`src/rtl/ras_pkg.sv`:
```
// Shared decode constants and operation type for the return-address-stack pre-decoder.
package ras_pkg;

    localparam logic [6:0] OPC_JAL  = 7'b1101111;
    localparam logic [6:0] OPC_JALR = 7'b1100111;

    // Compressed quadrants and funct3 codes
    localparam logic [1:0] C_Q1     = 2'b01;
    localparam logic [1:0] C_Q2     = 2'b10;
    localparam logic [2:0] C_F3_JAL = 3'b001;
    localparam logic [2:0] C_F3_JR  = 3'b100;

    // Link registers
    localparam logic [4:0] REG_RA = 5'd1;
    localparam logic [4:0] REG_T0 = 5'd5;

    typedef enum logic [1:0] {
        NONE    = 2'd0,
        PUSH    = 2'd1,
        POP     = 2'd2,
        POPPUSH = 2'd3
    } ras_op_e;

    function automatic logic is_link(input logic [4:0] r);
        return (r == REG_RA) || (r == REG_T0);
    endfunction

endpackage

```
`src/rtl/ras_call_decode.sv`:
```
// Combinational classifier of call/return forms in RV32I/RV32C instructions.
module ras_call_decode
    import ras_pkg::*;
#(
    parameter bit RVC = 1'b1
) (
    input  logic [31:0] instr_i,
    output ras_op_e     op_o,
    output logic        is_compressed_o
);

    logic [4:0] rd, rs1, c_rs1, c_rs2;
    logic       is_c;
    logic       unused_hi;

    assign rd        = instr_i[11:7];
    assign rs1       = instr_i[19:15];
    assign c_rs1     = instr_i[11:7];
    assign c_rs2     = instr_i[6:2];
    assign is_c      = RVC && (instr_i[1:0] != 2'b11);
    assign unused_hi = ^instr_i[31:20];

    // Map the instruction onto a stack operation using link-register hints
    always_comb begin
        op_o            = NONE;
        is_compressed_o = is_c;
        if (is_c) begin
            if (instr_i[1:0] == C_Q1 && instr_i[15:13] == C_F3_JAL) begin
                op_o = PUSH;
            end else if (instr_i[1:0] == C_Q2 && instr_i[15:13] == C_F3_JR &&
                         c_rs1 != '0 && c_rs2 == '0) begin
                if (!instr_i[12]) begin
                    op_o = is_link(c_rs1) ? POP : NONE;
                end else begin
                    // C.JALR writes x1, so only an x5 source is a coroutine swap
                    op_o = (c_rs1 == REG_T0) ? POPPUSH : PUSH;
                end
            end
        end else if (instr_i[6:2] == OPC_JAL[6:2]) begin
            op_o = is_link(rd) ? PUSH : NONE;
        end else if (instr_i[6:2] == OPC_JALR[6:2] && instr_i[14:12] == 3'b000) begin
            if (is_link(rd) && is_link(rs1) && rd != rs1) begin
                op_o = POPPUSH;
            end else if (is_link(rd)) begin
                op_o = PUSH;
            end else if (is_link(rs1)) begin
                op_o = POP;
            end
        end
    end

endmodule

```
`src/rtl/ras_predecode.sv`:
```
// Registered pre-decode stage driving a return address stack and tracking
// unresolved speculative stack operations.
module ras_predecode
    import ras_pkg::*;
#(
    parameter int unsigned WIDTH        = 32,
    parameter int unsigned MAX_BRANCHES = 16,
    parameter bit          RVC          = 1'b1
) (
    input  logic                                  clk,
    input  logic                                  rst_ni,
    input  logic                                  flush_i,
    input  logic                                  fetch_valid_i,
    output logic                                  fetch_ready_o,
    input  logic [WIDTH-1:0]                      fetch_pc_i,
    input  logic [31:0]                           fetch_instr_i,
    output logic                                  out_valid_o,
    input  logic                                  out_ready_i,
    output logic [WIDTH-1:0]                      out_pc_o,
    output logic [31:0]                           out_instr_o,
    output logic                                  out_is_call_o,
    output logic                                  out_is_ret_o,
    output logic [WIDTH-1:0]                      out_target_o,
    output logic                                  out_target_valid_o,
    output logic                                  ras_push_o,
    output logic                                  ras_pop_o,
    output logic [WIDTH-1:0]                      ras_din_o,
    input  logic [WIDTH-1:0]                      ras_dout_i,
    input  logic                                  ras_valid_i,
    input  logic                                  resolve_i,
    output logic [$clog2(MAX_BRANCHES+1)-1:0]     inflight_o
);

    localparam int unsigned CW = $clog2(MAX_BRANCHES + 1);

    ras_op_e          op;
    logic             is_c, push_dec, pop_dec, acc, inc, dec;

    logic             valid_q, valid_d;
    logic [WIDTH-1:0] pc_q, pc_d, tgt_q, tgt_d;
    logic [31:0]      instr_q, instr_d;
    logic             call_q, call_d, ret_q, ret_d, tgtv_q, tgtv_d;
    logic [CW-1:0]    cnt_q, cnt_d;

    ras_call_decode #(.RVC(RVC)) u_decode (
        .instr_i         (fetch_instr_i),
        .op_o            (op),
        .is_compressed_o (is_c)
    );

    assign push_dec = (op == PUSH) || (op == POPPUSH);
    assign pop_dec  = (op == POP)  || (op == POPPUSH);

    assign fetch_ready_o = !flush_i && (cnt_q < CW'(MAX_BRANCHES)) && (!valid_q || out_ready_i);
    assign acc           = fetch_valid_i && fetch_ready_o;
    assign ras_push_o    = acc && push_dec;
    assign ras_pop_o     = acc && pop_dec;
    assign ras_din_o     = fetch_pc_i + (is_c ? WIDTH'(2) : WIDTH'(4));

    assign inc = acc && (push_dec || pop_dec);
    assign dec = resolve_i && (cnt_q != '0);

    // Next-state for the output register and the unresolved-operation counter
    always_comb begin
        valid_d = valid_q;
        pc_d    = pc_q;
        instr_d = instr_q;
        call_d  = call_q;
        ret_d   = ret_q;
        tgt_d   = tgt_q;
        tgtv_d  = tgtv_q;
        cnt_d   = cnt_q;
        if (flush_i) begin
            valid_d = 1'b0;
            cnt_d   = '0;
        end else begin
            if (acc) begin
                valid_d = 1'b1;
                pc_d    = fetch_pc_i;
                instr_d = fetch_instr_i;
                call_d  = push_dec;
                ret_d   = pop_dec;
                tgt_d   = pop_dec ? ras_dout_i : '0;
                tgtv_d  = pop_dec && ras_valid_i;
            end else if (out_ready_i) begin
                valid_d = 1'b0;
            end
            if (inc && !dec) begin
                cnt_d = cnt_q + CW'(1);
            end else if (dec && !inc) begin
                cnt_d = cnt_q - CW'(1);
            end
        end
    end

    // State registers with asynchronous active-low reset
    always_ff @(posedge clk or negedge rst_ni) begin
        if (!rst_ni) begin
            valid_q <= 1'b0;
            pc_q    <= '0;
            instr_q <= '0;
            call_q  <= 1'b0;
            ret_q   <= 1'b0;
            tgt_q   <= '0;
            tgtv_q  <= 1'b0;
            cnt_q   <= '0;
        end else begin
            valid_q <= valid_d;
            pc_q    <= pc_d;
            instr_q <= instr_d;
            call_q  <= call_d;
            ret_q   <= ret_d;
            tgt_q   <= tgt_d;
            tgtv_q  <= tgtv_d;
            cnt_q   <= cnt_d;
        end
    end

    assign out_valid_o        = valid_q;
    assign out_pc_o           = pc_q;
    assign out_instr_o        = instr_q;
    assign out_is_call_o      = call_q;
    assign out_is_ret_o       = ret_q;
    assign out_target_o       = tgt_q;
    assign out_target_valid_o = tgtv_q;
    assign inflight_o         = cnt_q;

endmodule
```
`config.mk`:
```
export PLATFORM = sky130hd
export DESIGN_NAME = ras_predecode
export DESIGN_NICKNAME = d
export VERILOG_FILES = /design/src/rtl/ras_pkg.sv /design/src/rtl/ras_call_decode.sv /design/src/rtl/ras_predecode.sv
export SDC_FILE = /design/constraint.sdc
export NUM_CORES = 1
export LEC_CHECK = 0
export BUFFER_PORTS_ARGS = -buffer_cell sky130_fd_sc_hd__buf_2
export CORE_MARGIN = 3
export CORE_UTILIZATION = 50
export DETAILED_ROUTE_END_ITERATION = 6
export PLACE_DENSITY_LB_ADDON = 0.15
export SETUP_SLACK_MARGIN = 0.15
export SYNTH_ARGS = -nofsm -noshare
export SYNTH_HDL_FRONTEND = slang
export SYNTH_SLANG_ARGS = --single-unit
```
`constraint.sdc`:
```
create_clock -name clk -period 10.92 [get_ports clk]
set_clock_uncertainty 0.15 [all_clocks]
set_input_delay 2.184 -clock clk [delete_from_list [all_inputs] [get_ports clk]]
set_output_delay 2.184 -clock clk [all_outputs]
set_load 0.05 [all_outputs]
```
==> results_dict.tcl, run 1 <==
set metrics [dict create \
    outcome "complete, no violations" \
    synthSimpleGateAreaFrac_pct 11.5 \
    synth-compound-area-share_pct 11.4 \
    synth-seq-cells 105 \
    post_drt_via_cell_ratio 5.35 \
    area_growth_pct 31.0 \
    crit_arrival_ns 4.55 \
    wire_per_inst_um 17.1 \
    hold_viol 0 \
    vias 4111 \
    wl_um 13200 \
    crit_fanout 5 \
    cts_setup_buffers 0 \
    synth_edf_count 0 \
    cp_data_required_time_ns 8.59 \
    synth_seq_area_share_pct 53.2 \
    cts_buffers 9 \
    synth_mux_area_share_pct 13.9 \
    cts_tree "yes" \
    rsz0062_at_grt "false" \
    gp_congestion 0.846 \
    drc 0 \
    drtIter0Drc 203 \
    hold_path_class "flip-flop to flip-flop" \
    critPathKind "primary input to output pin" \
    diodes 0 \
    cts-root-buf "clkbuf_8" \
    clock_latency_ns 0.35 \
    synthCells 397 \
    core_sq_um 9420 \
    cp-start-kind "primary input" \
    ys.flop_type "dfrtp_1" \
    placementRows 35 \
    port_buffers 242 \
    place_hpwl_um 10100 \
    drv_slew 0 \
    p_leak_nw 3.30 \
    yosysUniqueCellTypes 52 \
    drive_gt1_share_pct 53.1 \
    synth_top_family_by_area "multiplexers" \
    fin_crit_ns 6.89 \
    initial_core_util_pct 52.5 \
    yosys_warnings 0 \
    worst-slew-pin-transition_ns 1.19 \
    ir_drop_uv 170 \
    synth_adder_area_share_pct 2.08 \
    max_freq_mhz 145 \
    dieArea_sq_um 11100 \
    antenna_found_initial 0 \
    async_reset_ff_share_pct 100 \
    setup-tns-final_ns 0 \
    power_density_nw_per_um2 250 \
    grt_pass1_wl_um 20900 \
    whs_ns 0.333 \
    postRouteAntennaNets 0 \
    clk_path_buf_depth 2 \
    die_y_um 105 \
    period_share_pct 63.1 \
    grt_use_total_pct 23.3 \
    clk_pin_slew_ns 0.11 \
    cts_resized 0 \
    holdBufCountCts 0 \
    synth_area_per_cell_sq_um 12.4 \
    dr.pass1.iters 4 \
    clkSinkCount 105 \
    setup_viol 0 \
    grt_overflow 0 \
    slew_headroom_pct 20.5 \
    num_io_pins 243 \
    max_cap_viol_count 0 \
    synth_xor_area_share_pct 5.50 \
    cts.htree.levels 3 \
    die_w_um 105 \
    grt_max_degree 105 \
    syn_nets 507 \
    netlist_area_sq_um 4940 \
    worstSetupEndpointType "output pin" \
    fin_nets 745 \
    grt_pass1_vias 4169 \
]
## cell type report
class	count	area, sq um
inverters	10	37.5
well taps	129	161
repair buffers	244	1230
flip-flops and latches	105	2630
multi-input cells	265	2200
clock buffers	9	124
clock inverters	7	92.6
fillers	741	2950
## stage by stage
step                setup WS, ns  cells  utilization (%)  cell area (sq um)  power [mW]
floorplan                   3.19    397                -               4940        1.16
global placement            4.10    753             66.4               6250        1.35
detailed placement          4.02    753             66.4               6250        1.37
CTS                         4.01    769             68.7               6470        1.63
global route                3.76    769             68.7               6470        1.70
finish                      4.03    769             68.7               6470        1.62
## kinds of logic (layout without fill, tap and decap cells)
kind of cell               count (synthesis)  in the layout
AOI/OAI and AO/OA                         67             67
xor gates and xnor gates                  31             31
adders and majority gates                  7              7
buffers and inverters                     27            270
DFF                                      105            105
muxes                                     61             61
and+or+nand+nor                           99             99
## metal layers
layer | vias to the layer above | part of all wire [%] | GRT usage, %
met1 | 1979 | 39 | 28.0
li1 | 1923 | - | -
met3 | 26 | 8.3 | 6.98
met2 | 183 | 50 | 40.0
met5 | - | 0 | 0
met4 | 0 | 2.3 | 7.69
## worst max-delay path: stages
cell and delay [ns]:
buf_2 0.12, nand2_1 0.14, ha_1 0.19, inv_1 0.05
fa_1 0.44, nor2_1 0.27, nand3_1 0.24, nor2_1 0.33
nand3_1 0.15, xnor2_1 0.16, buf_2 0.28
## report_power, final
group	switching, mW	internal [mW]
Sequential	0.0585	0.494
Clock	0.145	0.113
Combinational	0.592	0.215
Total	0.795	0.823
## Yosys cell counts, drive strengths merged, types with 2 or more instances
cell type,n,area [sq um]
and4,3,26.3
and3,7,43.8
xor2,11,96.3
a22o,33,289
o311ai,2,35.0
mux2,61,687
or2,2,15.0
nand4b,2,17.5
dfrtp,105,2630
o31ai,4,30.0
or4b,2,20.0
xnor2,20,175
nor3,5,25.0
ha,5,62.6
nand3,14,75.1
o21a,2,16.3
inv,10,37.5
o21ai,9,45.0
nand4,7,43.8
nor4b,2,17.5
or4,3,28.8
nand2,19,73.8
buf,6,41.3
clkbuf,11,41.3
nor2,17,63.8
a21o,4,31.3
nor4,5,31.3
fa,2,40.0
nand2b,5,31.3
a21oi,7,35.0
## sequential cells by signal, summed over array words and instances, names as in the netlist
name	cells
inflight_o	5
out_is_ret_o	1
out_target_valid_o	1
out_instr_o	32
out_target_o	32
out_is_call_o	1
out_valid_o	1
out_pc_o	32
## final timing paths
| kind | start | end | slack, ns | cells after the start |
|---|---|---|---|---|
| setup / recovery | fetch_instr_i[0] | ras_din_o[25] | 4.03 | 11 |
| hold / removal | out_is_ret_o$_DFFE_PN0P_ | out_is_ret_o$_DFFE_PN0P_ | 0.33 | 1 |
| setup reg to reg | inflight_o[4]$_DFFE_PN0P_ | inflight_o[4]$_DFFE_PN0P_ | 6.28 | 12 |
| hold reg to reg | out_is_ret_o$_DFFE_PN0P_ | out_is_ret_o$_DFFE_PN0P_ | 0.33 | 1 |
| max in group asynchronous | rst_ni | out_pc_o[30]$_DFFE_PN0P_ | 7.81 | 2 |
| min in group asynchronous | rst_ni | out_is_ret_o$_DFFE_PN0P_ | 1.69 | 1 |
## cells in the final DEF, fill, tap and decap left out, drive strengths merged, types with 2 or more instances in the layout
cell and instances:
o311ai 2, clkinv 2, or2 2, or4 3, xnor2 20, nor2 17
nand4b 2, o21a 2, or4b 2, o21ai 9, and4 3, o31ai 4
nor3 5, xor2 11, mux2 61, and3 7, clkbuf 9, nor4 5
nand2b 5, dfrtp 105, a22o 33, ha 5, a21oi 7, nand3 14
nor4b 2, nand2 19, inv 14, a21o 4, buf 244, nand4 7
fa 2
(Power assumes the default switching activity.)
==> run 2: changes to the inputs <==
--- a/config.mk
+++ b/config.mk
@@ -7,7 +7,7 @@
 export LEC_CHECK = 0
 export BUFFER_PORTS_ARGS = -buffer_cell sky130_fd_sc_hd__buf_2
 export CORE_MARGIN = 3
-export CORE_UTILIZATION = 50
+export CORE_UTILIZATION = 46
 export DETAILED_ROUTE_END_ITERATION = 6
 export PLACE_DENSITY_LB_ADDON = 0.15
 export SETUP_SLACK_MARGIN = 0.15
==> constraint.sdc (replaced) <==
create_clock -name clk -period 6.8 [get_ports clk]
set_clock_uncertainty 0.15 [all_clocks]
set_input_delay 1.36 -clock clk [delete_from_list [all_inputs] [get_ports clk]]
set_output_delay 1.36 -clock clk [all_outputs]
set_load 0.05 [all_outputs]
==> results_dict.tcl, run 2 (synthesis gave the netlist of run 1 again) <==
set metrics [dict create \
    clk_pin_slew_ns 0.10 \
    busiest_layer "met2" \
    clock_latency_ns 0.36 \
    clk_path_buf_depth 2 \
    antenna_found_initial 0 \
    period_share_pct 80.4 \
    grt_pass1_vias 4047 \
    grt_pass1_wl_um 20100 \
    max_freq_mhz 183 \
    wire_per_inst_um 17.0 \
    cp-startpoint "fetch_instr_i[3]" \
    cts-root-buf "clkbuf_8" \
    postRouteAntennaNets 0 \
    num_io_pins 243 \
    max_stage_delay_ns 0.58 \
    cts_buffers 9 \
    fin_nets 745 \
    diodes 0 \
    grt_overflow 0 \
    cts_resized 0 \
    crit_arrival_ns 5.57 \
    holdBufCountCts 0 \
    dr.pass1.iters 4 \
    finalInstanceArea_sq_um 6500 \
    r2r-start "inflight_o[4]$_DFFE_PN0P_" \
    fin_crit_ns 5.47 \
    grt_max_degree 105 \
    dieArea_sq_um 12000 \
    cp-start-kind "primary input" \
    worstPathCellList "buf_2, nor4b_1, nand4_1, nor4_1, o21ai_0, nand2_2, o21ai_0, fa_1, a21o_1, a21oi_1, nor4_1, a211o_2, a2111o_1" \
    ir_drop_uv 276 \
    use_met1_pct 26.4 \
    core_sq_um 10400 \
    worstSetupEndpointType "flip-flop" \
    rsz0062_at_grt "false" \
    cts_tree "yes" \
    die_w_um 110 \
    pre_cts_slack_ns 1.12 \
    critPathKind "primary input to flip-flop" \
    die_y_um 110 \
    whs_ns 0.332 \
    drc 0 \
    post_drt_via_cell_ratio 5.32 \
    place_hpwl_um 9900 \
    initial_core_util_pct 47.6 \
    crit_slowest_cell "nand2_2" \
    drive_gt1_share_pct 53.1 \
    hp-start "out_is_ret_o$_DFFE_PN0P_" \
    final_common_cell "buf_2" \
    power_density_nw_per_um2 405 \
    rr_worst_depth 12 \
    regToRegEndpoint "inflight_o[4]$_DFFE_PN0P_" \
    fin_ws_ns 1.33 \
    layout_common_cells "buf_2 (241), dfrtp_1 (105), mux2_2 (61), a22o_1 (33), xnor2_1 (20)" \
    finalNonFillerCells 776 \
    cts_setup_buffers 0 \
    max_cap_viol_count 0 \
    p_leak_nw 3.30 \
    grt_use_met2_pct 36.1 \
    place_inst 760 \
    vias 4131 \
    outcome "complete, no violations" \
    hold_viol 0 \
    hold_end "out_is_ret_o$_DFFE_PN0P_" \
    cp_data_required_time_ns 6.90 \
    drv_slew 0 \
    drtIter0Drc 163 \
    grt_use_total_pct 21.7 \
    holdPathStages 1 \
    slew_headroom_pct 20.7 \
    worst-slew-pin-transition_ns 1.19 \
    wl_um 13200 \
    gr-usage-met3_pct 7.05 \
    setup_viol 0 \
    setup-tns-final_ns 0 \
    hold_path_class "flip-flop to flip-flop" \
    crit_fanout 37 \
    port_buffers 242 \
    cts.htree.levels 3 \
    clkSinkCount 105 \
    r2r_slack_ns 2.07 \
    fill_cells 899 \
    area_growth_pct 31.6 \
    placementRows 37 \
    gp_congestion 0.820 \
    placed_cell_area_sq_um 6260 \
]
run 2: cell count changes in the layout (fill, tap and decap cells not counted):
cell,change
clkinvlp_4,+2
bufinv_16,+1
inv_6,-3
clkinv_4,-1
inv_8,+1
run 2: metal layers:
metal,up-vias,share of wire (%)
li1,1917,-
met1,2016,40
met2,177,49
met3,21,9.8
met4,0,1.5
met5,-,0
run 2: how the worst max path moves through the flow:
stage | endpoint | depth (start not counted)
2_1_floorplan | ras_pop_o | 3
3_3_place_gp | inflight_o[4]$_DFFE_PN0P_ | 13
3_5_place_dp | inflight_o[4]$_DFFE_PN0P_ | 13
4_1_cts | inflight_o[4]$_DFFE_PN0P_ | 13
5_1_grt | inflight_o[4]$_DFFE_PN0P_ | 13
6_report | inflight_o[4]$_DFFE_PN0P_ | 13
run 2: layout make-up:
cell class              count  area (sq um)  area share [%]
inverters                  10          37.5           0.577
repair buffers            244          1230            18.9
flip-flops and latches    105          2630            40.4
clock inverters             7           114            1.75
well taps                 136           170            2.62
clock buffers               9           124            1.91
multi-input cells         265          2200            33.8
run 2: through the flow:
step	utilization (%)	power, mW
after global routing	62.7	2.77
after floorplan	-	1.86
after global placement	60.4	2.18
after detailed placement	60.4	2.20
after CTS	62.7	2.66
final	62.7	2.63
run 2: worst max-delay path, delay by kind of cell:
family / cells / cell delay [ns]
fa+ha+maj: 1 / 0.50
compound gates: 6 / 1.72
buf+inv: 1 / 0.13
simple gates: 5 / 1.85
run 2: power breakdown:
group	internal, mW	switching, mW	leakage (nW)
clock network	0.216	0.234	0.112
registers	0.794	0.0970	1.32
logic	0.346	0.947	1.87
